**config.mk**
```make
export PLATFORM = sky130hd
export DESIGN_NAME = m3_commutation_seq
export DESIGN_NICKNAME = d
export VERILOG_FILES = /design/src/rtl/m3_commutation_seq.sv
export SDC_FILE = /design/constraint.sdc
export NUM_CORES = 1
export LEC_CHECK = 0
export CORE_MARGIN = 4
export CORE_UTILIZATION = 50
export DETAILED_ROUTE_END_ITERATION = 7
export HOLD_SLACK_MARGIN = 0.06
export PLACE_DENSITY = 0.74
export SYNTH_ARGS = -nofsm -noshare
export SYNTH_HDL_FRONTEND = slang
export SYNTH_SLANG_ARGS = --single-unit
```
**constraint.sdc**
```tcl
create_clock -name clkI -period 3.25 [get_ports clkI]
set_clock_uncertainty 0.2 [all_clocks]
set_input_delay 0.8125 -clock clkI [delete_from_list [all_inputs] [get_ports clkI]]
set_output_delay 0.8125 -clock clkI [all_outputs]
set_load 0.05 [all_outputs]
```
**src/rtl/m3_commutation_seq.sv**
```systemverilog
// Parametrised commutation sequencer for a 3-phase motor: speed/power set-points,
// IDLE/RUN control, programmable step count with latched direction, and registered PWM enable.
module m3_commutation_seq #(
    parameter int STEPS    = 12,
    parameter int PER_W    = 16,
    parameter int PER_INIT = 1000,
    parameter int PER_MIN  = 100,
    parameter int PER_MAX  = 60000,
    parameter int PER_STEP = 50,
    parameter int PWR_W    = 8,
    parameter int PWR_MAX  = 255,
    parameter int PWR_INIT = 0,
    parameter int PWR_STEP = 8
) (
    input  logic                         clkI,
    input  logic                         nRstI,
    input  logic                         m3startI,
    input  logic                         m3forceStopI,
    input  logic                         m3invRotateI,
    input  logic                         m3freqINCi,
    input  logic                         m3freqDECi,
    input  logic                         m3powerINCi,
    input  logic                         m3powerDECi,
    output logic [$clog2(STEPS+1)-1:0]   m3stepO,
    output logic                         m3stepStbO,
    output logic                         m3runO,
    output logic                         m3dirO,
    output logic                         m3pwmO,
    output logic [PER_W-1:0]             m3periodO,
    output logic [PWR_W-1:0]             m3powerO
);

    localparam int SW = $clog2(STEPS + 1);

    localparam logic [PER_W:0]   PER_MIN_W  = (PER_W+1)'(PER_MIN);
    localparam logic [PER_W:0]   PER_MAX_W  = (PER_W+1)'(PER_MAX);
    localparam logic [PER_W:0]   PER_STEP_W = (PER_W+1)'(PER_STEP);
    localparam logic [PWR_W:0]   PWR_MAX_W  = (PWR_W+1)'(PWR_MAX);
    localparam logic [PWR_W:0]   PWR_STEP_W = (PWR_W+1)'(PWR_STEP);
    localparam logic [PWR_W-1:0] CNT_LAST   = PWR_W'(PWR_MAX - 1);

    typedef enum logic {
        S_IDLE = 1'b0,
        S_RUN  = 1'b1
    } state_e;

    state_e            state_q, state_d;
    logic [SW-1:0]     step_q, step_d;
    logic              stb_q, stb_d;
    logic              dir_q, dir_d;
    logic              pwm_q, pwm_d;
    logic [PER_W-1:0]  tick_q, tick_d;
    logic [PWR_W-1:0]  cnt_q, cnt_d;
    logic [PER_W-1:0]  period_q, period_d;
    logic [PWR_W-1:0]  power_q, power_d;

    logic              start_edge;
    logic              stop_edge;
    logic              step_due;
    logic [SW-1:0]     step_adv;
    logic [PER_W:0]    per_up_w;
    logic [PWR_W:0]    pwr_up_w;

    // ---------------- state register ----------------
    always_ff @(posedge clkI or negedge nRstI) begin
        if (!nRstI) begin
            state_q <= S_IDLE;
        end else begin
            state_q <= state_d;
        end
    end

    // ---------------- next-state logic ----------------
    always_comb begin
        state_d = state_q;
        case (state_q)
            S_IDLE:  if (m3startI && !m3forceStopI) state_d = S_RUN;
            S_RUN:   if (m3forceStopI) state_d = S_IDLE;
            default: state_d = S_IDLE;
        endcase
    end

    assign start_edge = (state_q == S_IDLE) && (state_d == S_RUN);
    assign stop_edge  = (state_q == S_RUN) && (state_d == S_IDLE);

    // Compare one bit wider so tick >= period-1 never underflows.
    assign step_due = ({1'b0, tick_q} + (PER_W+1)'(1)) >= {1'b0, period_q};

    always_comb begin
        if (!dir_q) begin
            step_adv = (step_q >= SW'(STEPS)) ? SW'(1) : step_q + SW'(1);
        end else begin
            step_adv = (step_q <= SW'(1)) ? SW'(STEPS) : step_q - SW'(1);
        end
    end

    // ---------------- output / datapath next values ----------------
    always_comb begin
        step_d = step_q;
        stb_d  = 1'b0;
        dir_d  = dir_q;
        tick_d = tick_q;
        if (start_edge) begin
            step_d = SW'(1);
            tick_d = '0;
            dir_d  = m3invRotateI;
            stb_d  = 1'b1;
        end else if (stop_edge) begin
            step_d = '0;
            tick_d = '0;
        end else if (state_q == S_RUN) begin
            if (step_due) begin
                tick_d = '0;
                step_d = step_adv;
                stb_d  = 1'b1;
            end else begin
                tick_d = tick_q + PER_W'(1);
            end
        end
    end

    // PWM carrier restarts on entry to RUN so the first step sees a full duty window.
    always_comb begin
        if (start_edge || (cnt_q >= CNT_LAST)) begin
            cnt_d = '0;
        end else begin
            cnt_d = cnt_q + PWR_W'(1);
        end
        pwm_d = (state_q == S_RUN) && (state_d == S_RUN) && (cnt_q < power_q);
    end

    always_comb begin
        period_d = period_q;
        per_up_w = {1'b0, period_q} + PER_STEP_W;
        if (m3freqINCi && !m3freqDECi) begin
            if ({1'b0, period_q} < (PER_MIN_W + PER_STEP_W)) begin
                period_d = PER_MIN_W[PER_W-1:0];
            end else begin
                period_d = period_q - PER_STEP_W[PER_W-1:0];
            end
        end else if (m3freqDECi && !m3freqINCi) begin
            if (per_up_w > PER_MAX_W) begin
                period_d = PER_MAX_W[PER_W-1:0];
            end else begin
                period_d = per_up_w[PER_W-1:0];
            end
        end
    end

    always_comb begin
        power_d  = power_q;
        pwr_up_w = {1'b0, power_q} + PWR_STEP_W;
        if (m3powerINCi && !m3powerDECi) begin
            if (pwr_up_w > PWR_MAX_W) begin
                power_d = PWR_MAX_W[PWR_W-1:0];
            end else begin
                power_d = pwr_up_w[PWR_W-1:0];
            end
        end else if (m3powerDECi && !m3powerINCi) begin
            if ({1'b0, power_q} < PWR_STEP_W) begin
                power_d = '0;
            end else begin
                power_d = power_q - PWR_STEP_W[PWR_W-1:0];
            end
        end
    end

    // ---------------- datapath registers ----------------
    always_ff @(posedge clkI or negedge nRstI) begin
        if (!nRstI) begin
            step_q   <= '0;
            stb_q    <= 1'b0;
            dir_q    <= 1'b0;
            pwm_q    <= 1'b0;
            tick_q   <= '0;
            cnt_q    <= '0;
            period_q <= PER_W'(PER_INIT);
            power_q  <= PWR_W'(PWR_INIT);
        end else begin
            step_q   <= step_d;
            stb_q    <= stb_d;
            dir_q    <= dir_d;
            pwm_q    <= pwm_d;
            tick_q   <= tick_d;
            cnt_q    <= cnt_d;
            period_q <= period_d;
            power_q  <= power_d;
        end
    end

    assign m3stepO    = step_q;
    assign m3stepStbO = stb_q;
    assign m3runO     = (state_q == S_RUN);
    assign m3dirO     = dir_q;
    assign m3pwmO     = pwm_q;
    assign m3periodO  = period_q;
    assign m3powerO   = power_q;

endmodule

```
==> metrics.yaml <==
status:
  status: "finished, final reports clean"
job:
  max_cap_violations: 0
placement:
  gp_congestion: 0.957
  dp_hpwl_mm: 8.03
  place_area_mm2: 0.00485
  place_ws_ps: -50.6
  io_buffers: 39
setup_path:
  cp_common_cell: "nor2_1"
  end_kind: "register"
  max_stage_delay_ps: 360
  critPathRequiredTime_ps: 3250
  cp_slowest_cell: "dfrtp_1"
  cp_cell_sequence: "ha_1 -> and3_2 -> nand2_1 -> nor2_1 -> xor2_1 -> ha_1 -> a211oi_2 -> nand2_1 -> nor2_1 -> nor4b_4 -> o21a_1 -> nor2_1 -> a221o_1"
  timing.rr.end: "m3stepO[2]"
  critical_path_arrival_ps: 3070
  r2r-start: "tick_q[1]"
  worstSetupStartpointType: "register"
  r2r_cells: 13
  path_class: "reg2reg"
  r2r_slack_ps: 180
  cp_max_fo: 5
yosys:
  synthArstFlopShare_pct: 100
  synth_area_leaders: "dfrtp_1, ha_1, a21oi_1"
  synth.net_count: 549
  synth_cells: 505
  synth-seq-area-share_pct: 31.0
  synth_top_cell_by_area: "dfrtp_1"
  synthTopCellsByCount: "dfrtp_1, nor2_1, ha_1, a21oi_1, nand2_1"
  netlist-cell-type-count: 72
  synth-edff-count: 0
  synth.most_common_cell: "dfrtp_1"
  synthFlopType: "dfrtp_1"
  yosysWarnings: 0
  avgSynthCellArea_um2: 8.51
  syn_area_mm2: 0.00430
  ys_ff_latch: 53
  netlist.area_leader.share_pct: 27.4
clocking:
  cts_sinks: 53
  clock_path_buffers: 2
  h-tree-depth: 2
  post_cts_buffers: 0
  tritoncts: "done"
  numCtsBuffers: 5
  cts-root-buf: "clkbuf_8"
  path_clk_slew_ps: 90
  clock_latency_ps: 320
route:
  wirelength_mm: 10.8
  drt_iter0_drc: 302
  dr.pass1.iters: 5
  wl_per_cell_um: 16.6
  antenna_left: 0
  via_per_inst: 6.25
  drcViolationCount: 0
  vias: 4063
min_path:
  hold_depth: 1
  min_delay_worst_endpoint: "tick_q[15]"
  worstHoldStart: "tick_q[15]"
  min-delay-path-class: "reg2reg"
timing:
  max_freq_mhz: 326
  hold_viol_final: 0
  hold_slack_ps: 321
  setup_ws_ps: 180
  setup_violations: 0
  fin_crit_ps: 3070
  slew_violations: 0
  worst_slew_pin_slew_ps: 936
  timing.final.crit_share_pct: 94.5
  relSlewSlack_pct: 37.6
global_routing:
  overflow: 0
  grt_max_degree: 41
  antenna_found_initial: 0
  grt_pass1_vias: 3896
  grt_pass1_wl_mm: 18.5
  grt_use_total_pct: 22.2
floorplan:
  ioPinCount: 41
  die_y_um: 101
  core-area_mm2: 0.00830
  die-area_mm2: 0.0101
  die_w_um: 101
  start_util_pct: 51.8
  rows: 33
final_layout:
  area_delta_synth_final_pct: 16.4
  layout.nets: 588
  design_area_mm2: 0.00500
  drive_gt1_share_pct: 11.4
  diodes: 0
pwr:
  power_per_cell_area_mw_per_mm2: 755
  peakVddDrop_mv: 0.459
  leakage_uw: 0.00222
[state kept, by name (all words and copies together) (netlist names), 4 cells and up]
register / flops
cnt_q: 8
m3periodO: 15
m3powerO: 6
m3stepO: 4
tick_q: 16
[final cells by class]
type,instances,area (um^2)
fill,707,3300
multi-input combinational,387,2720
sequential,53,1330
timing repair buffer,67,596
tap,105,131
inverter,30,113
clock buffer,6,72.6
clock inverter,2,38.8
[worst max path at each step]
stage | start | endpoint | cells past startpoint
final | tick_q[1] | m3stepO[2] | 13
after detailed placement | tick_q[0] | m3stepO[0] | 14
after global placement | tick_q[3] | m3stepO[0] | 13
after CTS | tick_q[1] | m3stepO[0] | 14
after floorplan | tick_q[0] | m3stepO[2] | 13
after global routing | tick_q[0] | m3stepO[2] | 12
[repair_timing]
action	CTS	global route
hold buffers	0	0
gates cloned	0	0
pin swaps	0	1
setup endpoints to repair	2	21
gates resized for setup	2	12
[report_power, final]
part / internal (uW) / total, uW / switching [uW]
Sequential: 837 / 1190 / 356
Clock: 232 / 455 / 223
Combinational: 813 / 2130 / 1320
[metrics by stage]
| step | util [%] | setup TNS [ps] | total power, uW | instances |
|---|---|---|---|---|
| 2_1_floorplan | - | 0 | 2710 | 505 |
| 3_3_place_gp | 58.4 | 0 | 3250 | 642 |
| 3_5_place_dp | 58.4 | -79.4 | 3300 | 642 |
| 4_1_cts | 59.8 | 0 | 3770 | 650 |
| 5_1_grt | 60.3 | -1.75 | 4050 | 650 |
| 6_report | 60.3 | 0 | 3780 | 650 |
[layout by cell type (no fill, tap or decap), types with 14 or more instances in the layout]
cell type	Yosys	routed
a21oi_1	32	32
dfrtp_1	47	47
nor2_1	39	38
o21ai_0	26	23
nor3_1	15	15
xnor2_1	14	14
clkdlybuf4s50_1	0	38
ha_1	35	35
nand3_1	30	29
nand2_1	31	31
a32o_1	16	16
buf_4	4	28
inv_1	30	30
[critical path, delay by kind of cell (launching register included)]
| kind | cells | cell delay [ps] |
|---|---|---|
| fa+ha+maj | 2 | 480 |
| simple gates | 7 | 990 |
| compound gates | 3 | 700 |
| xor+xnor | 1 | 210 |
| flops | 1 | 360 |
[cell families after synthesis]
group	synth area share [%]
buffers and inverters	6.72
xor gates and xnor gates	4.89
muxes	0.728
adders and majority gates	10.4
DFF	31.0
and+or+nand+nor	19.7
other	0.0873
AOI/OAI and AO/OA	26.4
[routing by layer]
metal	wire length [um]	global-route usage (%)	up-vias
met2	5220	36.3	142
li1	-	-	1960
met5	0	0	-
met3	588	3.18	17
met4	195	8.91	0
met1	4820	29.4	1944
(Power assumes the default switching activity.)
==> RTL edit (same settings) <==
Make the reset (`nRstI`) synchronous in 2 clocked blocks.
--- a/src/rtl/m3_commutation_seq.sv
+++ b/src/rtl/m3_commutation_seq.sv
@@ -62,7 +62,7 @@
     logic [PWR_W:0]    pwr_up_w;
 
     // ---------------- state register ----------------
-    always_ff @(posedge clkI or negedge nRstI) begin
+    always_ff @(posedge clkI) begin
         if (!nRstI) begin
             state_q <= S_IDLE;
         end else begin
@@ -166,7 +166,7 @@
     end
 
     // ---------------- datapath registers ----------------
-    always_ff @(posedge clkI or negedge nRstI) begin
+    always_ff @(posedge clkI) begin
         if (!nRstI) begin
             step_q   <= '0;
             stb_q    <= 1'b0;
Behaviour: differs if nRstI is asserted again (counterexample within 4 cycles, from zero or initial values and one cycle with nRstI low); with nRstI held inactive, the same outputs for 4 cycles.
==> RTL edit against the original RTL <==
Die area fell by 0.49%. Final area rose by 1.9%. Maximum frequency fell by 1.6%. Sequential cell count did not move. Worst setup slack got worse by 0.050 ns. Area after synthesis fell by 0.52%. Wire length rose by 7.1%. Cell count rose by 11%.
Power is not compared: it rests on default switching activity, and its combinational part moved more than twofold at a synthesized area within 25%.
==> RTL edit: results <==
set metrics [dict create \
    status "complete, no violations" \
    multi_input_area_um2 3020 \
    ys_top_cells_by_area "dfxtp_1 25%, ha_1 10%, a21oi_1 5.9%" \
    worst_slew_pin_slew_ns 0.617 \
    nNonClkInverters 34 \
    first_global_vias 4025 \
    final_cell_count_no_fill 724 \
    ir_worst_vdd_v 0.000162 \
    bufAreaShareNonClock_pct 12.6 \
    ys_seq_area_share_pct 24.8 \
    grt_usage_pct 22.6 \
    grt_max_degree 25 \
    drive_above_1_share_pct 11.8 \
    hold_depth 2 \
    ys_types 68 \
    yosys.area_share.adder_pct 10.2 \
    drt-total-wl_um 11600 \
    nets 662 \
    cellLeakagePower_nw 2.10 \
    synth_common_cells "60 x nor2_1, 53 x dfxtp_1, 50 x a21oi_1, 50 x nand2_1, 39 x nand3_1" \
    crit_path_end "tick_q[13]$_SDFFE_PP0P_" \
    via_count 4458 \
    async_flop_share_pct 0 \
    synthCells 574 \
    post_cts_resized 0 \
    first_iter_violations 315 \
    worstPathArrival_ns 3.17 \
    fillers 758 \
    min_period_over_period_pct 96.0 \
    hp-start "tick_q[9]$_SDFFE_PP0P_" \
    reg2reg_setup_slack_ns 0.13 \
    grt_pass1_wl_um 19100 \
    multi_input_comb_cells 452 \
    rr_worst_depth 14 \
    diodes 0 \
    met3WireLength_um 820 \
    crit_start "tick_q[1]$_SDFFE_PP0P_" \
    gp_congestion 0.900 \
    whs_endpoint "tick_q[9]$_SDFFE_PP0P_" \
    muxShareOfSynthArea_pct 0.936 \
    syn_nets 618 \
    n_all_buffers 72 \
    seq_share_pct 20.9 \
    clk_pin_slew_ns 0.11 \
    wirelength_met1_um 5020 \
    clkbuf_count 5 \
    cts.htree.levels 2 \
    final-clk-cell-share_pct 2.21 \
    antenna_found_initial 0 \
    synth_xor_xnor_area_share_pct 5.12 \
    ys.flop_type "dfxtp_1" \
    place_ws_ns 0.0306 \
    synth_compound_area_share_pct 26.2 \
    dp_hpwl_um 8540 \
    n_sequential_cell 53 \
    dr_wl_met2_um 5570 \
]
RTL edit: cell types whose count changed after synthesis, moves of 4 or more:
| cell | before | now |
|---|---|---|
| dfxtp_1 | 0 | 53 |
| nand2_1 | 31 | 50 |
| o21ai_1 | 0 | 6 |
| nor2_1 | 39 | 60 |
| dfrtp_1 | 47 | 0 |
| a21oi_1 | 32 | 50 |
| dfstp_2 | 6 | 0 |
| nand3_1 | 30 | 39 |
| nor2b_1 | 8 | 2 |
| a21o_1 | 8 | 13 |
| a32o_1 | 16 | 0 |
| nor3_1 | 15 | 22 |
| nor4_1 | 5 | 9 |
RTL edit: logic make-up after synthesis:
| logic type | after synthesis |
|---|---|
| flops | 53 |
| xor+xnor | 25 |
| compound gates | 165 |
| mux | 4 |
| simple gates | 222 |
| fa+ha+maj | 35 |
| other cells | 1 |
| buf+inv | 69 |
RTL edit: metrics by stage:
stage	hold WS [ns]	utilization (%)	area [µm²]	setup TNS [ns]	power, mW
2_1_floorplan	0.258	-	4280	0	1.30
3_3_place_gp	0.268	59.0	4870	0	1.50
3_5_place_dp	0.281	59.0	4870	0	1.51
4_1_cts	0.297	60.3	4980	0	1.99
5_1_grt	0.331	61.7	5090	-0.167	2.10
6_report	0.300	61.7	5090	0	1.99
RTL edit: critical path: stages, from the launching register on:
cell and delay (ns):
dfxtp_2 0.38, ha_4 0.14, nand3_1 0.08, nor2_2 0.16, nand3_2 0.11, xnor2_2 0.18
ha_1 0.32, a21o_1 0.17, a21o_1 0.18, a21oi_2 0.13, nand2_1 0.08, o21a_4 0.25
nor2_4 0.12, or4b_1 0.43, a31oi_1 0.13
RTL edit: routing by layer:
layer / vias up / track usage (%)
met4: 0 / 6.11
met5: - / 0
met1: 2089 / 32.1
met3: 17 / 3.04
li1: 2174 / -
met2: 178 / 36.0
